`config.mk`:
```
export PLATFORM = sky130hd
export DESIGN_NAME = usb_line_arb
export DESIGN_NICKNAME = d
export VERILOG_FILES = /design/src/rtl/usb_line_arb.sv
export SDC_FILE = /design/constraint.sdc
export NUM_CORES = 1
export LEC_CHECK = 0
export CAP_MARGIN = 5
export CORE_MARGIN = 1
export CORE_UTILIZATION = 46
export DETAILED_ROUTE_END_ITERATION = 6
export GPL_TIMING_DRIVEN = 0
export PLACE_DENSITY = 0.72
export SLEW_MARGIN = 20
export SYNTH_ARGS = -nofsm -noshare
export SYNTH_HDL_FRONTEND = slang
export SYNTH_SLANG_ARGS = --single-unit
```
`constraint.sdc`:
```
create_clock -name clk -period 1.8 [get_ports clk]
set_clock_uncertainty 0.05 [all_clocks]
set_input_delay 0.18 -clock clk [delete_from_list [all_inputs] [get_ports clk]]
set_output_delay 0.18 -clock clk [all_outputs]
set_load 0.02 [all_outputs]
```
`src/rtl/usb_line_arb.sv`:
```
// usb_line_arb: USB half-duplex line arbiter with inter-packet gap and response timeout (USB_LINE_ARB_TIMEOUT_EN).
module usb_line_arb #(
  parameter int CLK_PER_BIT  = 4,
  parameter int IPD_BITS     = 2,
  parameter int TIMEOUT_BITS = 18
) (
  input  logic clk,
  input  logic rst,
  input  logic rx_active,
  input  logic rx_error,
  input  logic tx_req,
  input  logic tx_resp_exp,
  input  logic tx_done,
  output logic tx_grant,
  output logic tx_oe,
  output logic rx_en,
  output logic bus_busy,
  output logic rx_timeout,
  output logic rx_abort
);
  localparam int GAP  = IPD_BITS * CLK_PER_BIT;
  localparam int TOC  = TIMEOUT_BITS * CLK_PER_BIT;
  localparam int MAXC = (IPD_BITS > TIMEOUT_BITS ? IPD_BITS : TIMEOUT_BITS) * CLK_PER_BIT;
  localparam int W    = $clog2(MAXC) + 1;
  typedef enum logic [2:0] {IDLE, RX, RX_GAP, TX, TX_GAP, RESP_WAIT} state_e;
  state_e state_q, state_d;
  logic [W-1:0] cnt_q, cnt_d;
  logic err_q, err_d, resp_q, resp_d, abort_d, gap_done;
  assign gap_done = cnt_q == W'(GAP - 1);
`ifdef USB_LINE_ARB_TIMEOUT_EN
  localparam bit TO_EN = 1'b1;
  logic to_d;
  assign to_d = state_q == RESP_WAIT && !rx_active && cnt_q == W'(TOC - 1);
  always_ff @(posedge clk or posedge rst)
    if (rst) rx_timeout <= 1'b0;
    else rx_timeout <= to_d;
`else
  localparam bit TO_EN = 1'b0;
  assign rx_timeout = 1'b0;
`endif
  always_comb begin
    state_d = state_q;
    err_d   = err_q;
    resp_d  = resp_q;
    abort_d = 1'b0;
    case (state_q)
      IDLE: begin
        state_d = rx_active ? RX : tx_req ? TX : IDLE;
        resp_d  = (!rx_active && tx_req) ? tx_resp_exp : resp_q;
      end
      RX: begin
        err_d = err_q | rx_error;
        if (!rx_active) begin
          state_d = RX_GAP;
          abort_d = err_d;
          err_d   = 1'b0;
        end
      end
      // Expiry hands straight to a waiting transmitter so the hold-off is exactly GAP cycles.
      RX_GAP: begin
        state_d = rx_active ? RX : !gap_done ? RX_GAP : tx_req ? TX : IDLE;
        resp_d  = (!rx_active && gap_done && tx_req) ? tx_resp_exp : resp_q;
      end
      TX:        state_d = tx_done ? TX_GAP : TX;
      TX_GAP:    state_d = rx_active ? RX : !gap_done ? TX_GAP : (TO_EN && resp_q) ? RESP_WAIT : IDLE;
      RESP_WAIT: state_d = rx_active ? RX : cnt_q == W'(TOC - 1) ? IDLE : RESP_WAIT;
      default:   state_d = IDLE;
    endcase
  end
  assign cnt_d = (state_d != state_q) ? '0 : cnt_q + {{(W-1){1'b0}}, ~&cnt_q};
  always_ff @(posedge clk or posedge rst) begin
    if (rst) begin
      state_q  <= IDLE;
      cnt_q    <= '0;
      err_q    <= 1'b0;
      resp_q   <= 1'b0;
      tx_grant <= 1'b0;
      tx_oe    <= 1'b0;
      rx_en    <= 1'b1;
      bus_busy <= 1'b0;
      rx_abort <= 1'b0;
    end else begin
      state_q  <= state_d;
      cnt_q    <= cnt_d;
      err_q    <= err_d;
      resp_q   <= resp_d;
      tx_grant <= state_d == TX;
      tx_oe    <= state_d == TX;
      rx_en    <= state_d != TX;
      bus_busy <= state_d != IDLE;
      rx_abort <= abort_d;
    end
  end
endmodule

```
# --- Yosys cells after proc, flatten, opt, wreduce, memory -nomap -nowiden ---
# Cells that the tools add are included.
totals:
  register_bits: 16
  input_bits: 7
  out_inout_bits: 6
  elab_cells: 38
op_classes:
  add_sub_neg: 1
  eq_ne: 10
  n_mux: 15
  bitwise: 1
  reduce_logical: 4
ops:
  columns: ["op", "count"]
  rows:
  - ["$mux 3", 7]
  - ["$pmux 3 s6", 1]
  - ["$eq 3x2->1 const B", 3]
  - ["$add 8x1->8", 1]
  - ["$eq 8x3->1 const B", 1]
  - ["$eq 8x7->1 const B", 1]
  - ["$mux 8", 1]
  - ["$reduce_and 8->1", 1]
  - ["$eq 3x3->1 const B", 2]
  - ["$mux 2", 3]
  - ["$eq 3x1->1 const B", 1]
  - ["$logic_not 3->1", 1]
  - ["$mux 1", 3]
  - ["$ne 3x2->1 const B", 1]
  - ["$ne 3x3->1", 1]
  - ["$reduce_bool 3->1", 1]
  - ["$logic_not 1->1", 1]
  - ["$or 1x1->1", 1]

# --- Longest topological paths before layout ---
# Gate-level depths: netlist of the first run.
depth:
  depth_word: 6
  mapped_depth: 8
  ltp_nobuf: 8

# --- Worst setup path before layout of the first run ---
# OpenSTA, ideal clock, no wires.
synth_timing:
  path_type: "register to register"
  start: "register cnt_q[3]"
  end: "register bus_busy"
  t_arrival_ps: 1697
  slack_ps: -85
  stages_incl_launch_ff: 5
  path_buffers: 0
  synth_period_minus_slack_ps: 1885
  cell_sequence: "dfrtp_1 nor4_4 nand2_1 o41a_1 or4_1"
synth_via:
  elab_chain_len: 5
synth_lines:
  columns: ["element", "line_no", "source"]
  rows:
  - ["start: declaration", "27", "logic [W-1:0] cnt_q, cnt_d;"]
  - ["start signal: assignment", "84", "cnt_q <= cnt_d;"]
  - ["$eq 8x7->1 or $eq 8x3->1 (tied branches)", "66, 29", null]
  - ["$mux 3, or another cell as far along (2 in series)", "66", "RESP_WAIT: state_d = rx_active ? RX : cnt_q == W'(TOC - 1) ? IDLE : RESP_WAIT;"]
  - ["$pmux 3 s6 (*)", "46", "case (state_q)"]
  - ["$reduce_bool 3->1 (*)", "90", "bus_busy <= state_d != IDLE;"]
  - ["end signal: assignment", "80", "bus_busy <= 1'b0;"]
  - ["end signal: assignment", "90", null]
  - ["end: declaration", "17", "output logic bus_busy,"]
# Mark *: on every way between the ends. The rest lies on a longest branch, timed or not.
# A chain may end at the register's enable or synchronous reset.

# --- Worst setup path in the final report of the first run ---
layout_timing:
  start: "register cnt_q[3]"
  end: "register bus_busy"
layout_via:
  elab_chain_len: 5
layout_lines:
  columns: ["element", "line_no", "source"]
  rows:
  - ["$eq 8x7->1 or $eq 8x3->1 (tied branches)", "66, 29", null]
  - ["$mux 3, on equally long branches (2 in series)", "66, 65", null]
  - ["$pmux 3 s6 (*)", "46", null]
  - ["named net state_d[2]", "26", "state_e state_q, state_d;"]
  - ["$reduce_bool 3->1 (*)", "90", null]
# Mark *: on every way through the listed nets, which the timed path passes. The rest lies on a longest branch.

==> results.sh, run 1 <==
export IMPL_status="finished, violations left"
export IMPL_violations="negative setup slack"
export IMPL_die_area_sq_um=2170
export IMPL_root_buffer="clkbuf_4"
export IMPL_layout_commonest_cell="dfrtp_1"
export IMPL_r2r_end="bus_busy$_DFF_PP0_"
export IMPL_cts_tree="done"
export IMPL_synthesis_area_sq_um=915
export IMPL_cp_cell_sequence="nor4_4 > nand3_1 > a31o_2 > or4_1"
export IMPL_crit_start="cnt_q[3]$_DFF_PP0_"
export IMPL_netlist_instances=98
export IMPL_ioPinCount=13
export IMPL_end_kind="flip-flop"
export IMPL_finalNetCount=127
export IMPL_utilization_pct=65.6
export IMPL_grt_pass1_vias=694
export IMPL_initial_core_util_pct=50.8
export IMPL_hold_path_class="in -> async"
export IMPL_dieWidth_microns=46.6
export IMPL_synth_cell_types=33
export IMPL_clk_latency_ps=280
export IMPL_n_antenna_cell=0
export IMPL_vdd_drop_max_mv=0.903
export IMPL_grt_max_degree=17
export IMPL_area_delta_synth_final_pct=29.3
export IMPL_crit_path_start_kind="flip-flop"
export IMPL_dp_hpwl_microns=1210
export IMPL_r2r_cells=4
export IMPL_crit_reg2reg_launch="cnt_q[3]$_DFF_PP0_"
export IMPL_whs_ps=205
export IMPL_final_period_utilization_pct=108
export IMPL_placed_cell_area_sq_um=1060
export IMPL_worst_slack_ps=-139
export IMPL_std_cell_rows=15
export IMPL_antenna_found_initial=0
export IMPL_drive_gt1_share_pct=22.2
export IMPL_clock_fmax_mhz=516
export IMPL_wl_per_cell_microns=12.1
export IMPL_slew_viol_final=0
export IMPL_required_ps=1900
export IMPL_viasPerCell=5.20
export IMPL_synth_warnings=0
export IMPL_io_buffer_count=10
export IMPL_drv_cap=0
export IMPL_synth_top_cell_area_share_pct=41.0
export IMPL_cp_slowest_cell="or4_1"
export IMPL_leakage_nw=0.527
export IMPL_crit_type="reg -> reg"
export IMPL_period_needed_ps=1940
export IMPL_hold_viol_final=0
export IMPL_worst_slew_margin_rel_pct=60.9
export IMPL_finalWirelength_microns=1720
export IMPL_drc=0
export IMPL_rsz0062_at_grt="true"
export IMPL_drt_iter0_drc=15
export IMPL_clk_pin_slew_ps=90
export IMPL_worst_pin_slew_ps=582
export IMPL_fp_dieH_microns=46.6
export IMPL_nFillCells=152
export IMPL_global_route_usage_total_pct=19.3
export IMPL_synth_top_area_cell="dfrtp_1"
export IMPL_cts_buffers=3
export IMPL_ys_seq_area_share_pct=43.9
export IMPL_core_sq_um=1800
export IMPL_clock_sinks=16
export IMPL_synth_area_per_cell_sq_um=9.33
export IMPL_postRouteAntennaNets=0
export IMPL_grt_pass1_wl_microns=2930
export IMPL_tns_ps=-922
export IMPL_first_pass_iters=4
export IMPL_globalplace_congestion=0.804
export IMPL_ys_ff_latch=16
export IMPL_finalInstanceArea_sq_um=1180
export IMPL_r2r_setup_slack_ps=-140
export IMPL_cts_max_path_buffers=2
export IMPL_critPathMaxStageDelay_ps=460
export IMPL_final_setup_viol_count=11
export IMPL_final_cell_mix="14 x dfrtp_1, 13 x nor2_1, 12 x nand2_1, 10 x clkdlybuf4s50_1, 8 x buf_4"
export IMPL_syn_nets=107
export IMPL_cts_max_level=1
export IMPL_dr_total_vias=738
export IMPL_yosys_top_cells_area="dfrtp_1 41%, nor2_1 5.7%, nand2_1 4.9%"
export IMPL_cp_arrival_ps=2040
export IMPL_pwr_density_cell_nw_per_um2=1420
export IMPL_cp_max_fo=4
export IMPL_overflow=0
final cells by class:
class / instances / area, sq um / share of cell area [%]
multi-input combinational: 72 / 509 / 43.1
sequential: 16 / 403 / 34.1
timing repair buffer: 15 / 138 / 11.6
buffer: 6 / 50.0 / 4.23
clock buffer: 4 / 36.3 / 3.07
tap: 25 / 31.3 / 2.65
inverter: 4 / 15.0 / 1.27
Yosys cell counts:
master and number:
ha_1 2, dfrtp_1 15, nor2b_1 2, nor3_1 2, o41a_1 1, a211o_1 1, a311oi_1 1, a21oi_1 3
nor4_4 1, buf_4 3, xnor2_1 4, xor2_1 3, o21ai_1 1, nand4_1 2, inv_1 4, a31o_2 1
nor4b_1 1, and3_1 3, nand2_1 12, a2111oi_0 1, or4_1 1, o21ai_0 3, and4b_1 1, conb_1 1
o31ai_1 2, nor2_1 14, nand3_1 4, dfstp_2 1, a211oi_2 1, buf_2 3, nor4bb_1 2, o21a_1 1
o221ai_2 1
power breakdown:
part | leakage (nW) | internal, mW | total (mW) | switching (mW)
logic | 0.302 | 0.434 | 0.921 | 0.487
registers | 0.205 | 0.471 | 0.531 | 0.0602
clock network | 0.0210 | 0.123 | 0.227 | 0.104
through the flow:
| stage | setup slack (ps) | total power [mW] | cells |
|---|---|---|---|
| after floorplan | -36.1 | 1.09 | 98 |
| after global placement | -294 | 1.29 | 133 |
| after detailed placement | -302 | 1.31 | 133 |
| after CTS | -122 | 1.62 | 142 |
| after global routing | -208 | 1.82 | 142 |
| final | -139 | 1.68 | 142 |
flip-flops by register name, summed over array words and instances, names as in the netlist:
name      count
rx_en         1
bus_busy      1
tx_oe         1
cnt_q         8
rx_abort      1
state_q       3
err_q         1
cells by family (layout without fill, tap and decap cells):
family,after synthesis,in the layout,synth area share [%]
AOI/OAI and AO/OA,17,17,14.4
xor gates and xnor gates,7,7,6.70
adders and majority gates,2,2,2.74
buffers and inverters,10,29,5.74
DFF,16,16,43.9
other,1,1,0.410
and+or+nand+nor,45,45,26.1
worst max-delay path, delay by kind of cell, from the launching register on:
family / cells / cell delay (ps)
DFF: 1 / 440
AOI/OAI and AO/OA: 1 / 290
and+or+nand+nor: 3 / 1040
how the worst max path moves through the flow:
stage                         endpoint  slack, ps  depth (start not counted)
finish              bus_busy$_DFF_PP0_       -140                          4
global route        bus_busy$_DFF_PP0_       -210                          4
CTS                 bus_busy$_DFF_PP0_       -120                          4
detailed placement  bus_busy$_DFF_PP0_       -300                          6
global placement    bus_busy$_DFF_PP0_       -290                          6
floorplan           bus_busy$_DFF_PP0_        -40                          6
layer usage:
layer	vias to the layer above	global-route usage, %	routed length [microns]
li1	380	-	-
met1	336	24.4	821
met2	20	30.6	799
met3	2	6.67	87
met4	0	6.47	12
met5	-	0	0
what timing repair did:
action	4_1_cts	5_1_grt
endpoints found under the setup margin	9	12
pin swaps	12	1
gates resized for setup	3	10
hold buffers	0	0
setup buffers	5	0
No activity file was read; power rests on OpenSTA's default activity.
==> inputs of run 2 (changes only) <==
--- a/config.mk
+++ b/config.mk
@@ -11,7 +11,6 @@
 export DETAILED_ROUTE_END_ITERATION = 6
 export GPL_TIMING_DRIVEN = 0
 export PLACE_DENSITY = 0.72
-export SLEW_MARGIN = 20
 export SYNTH_ARGS = -nofsm -noshare
 export SYNTH_HDL_FRONTEND = slang
 export SYNTH_SLANG_ARGS = --single-unit
==> results of run 2 <==
The final DEF is identical to that of run 1; final timing and power are the same.
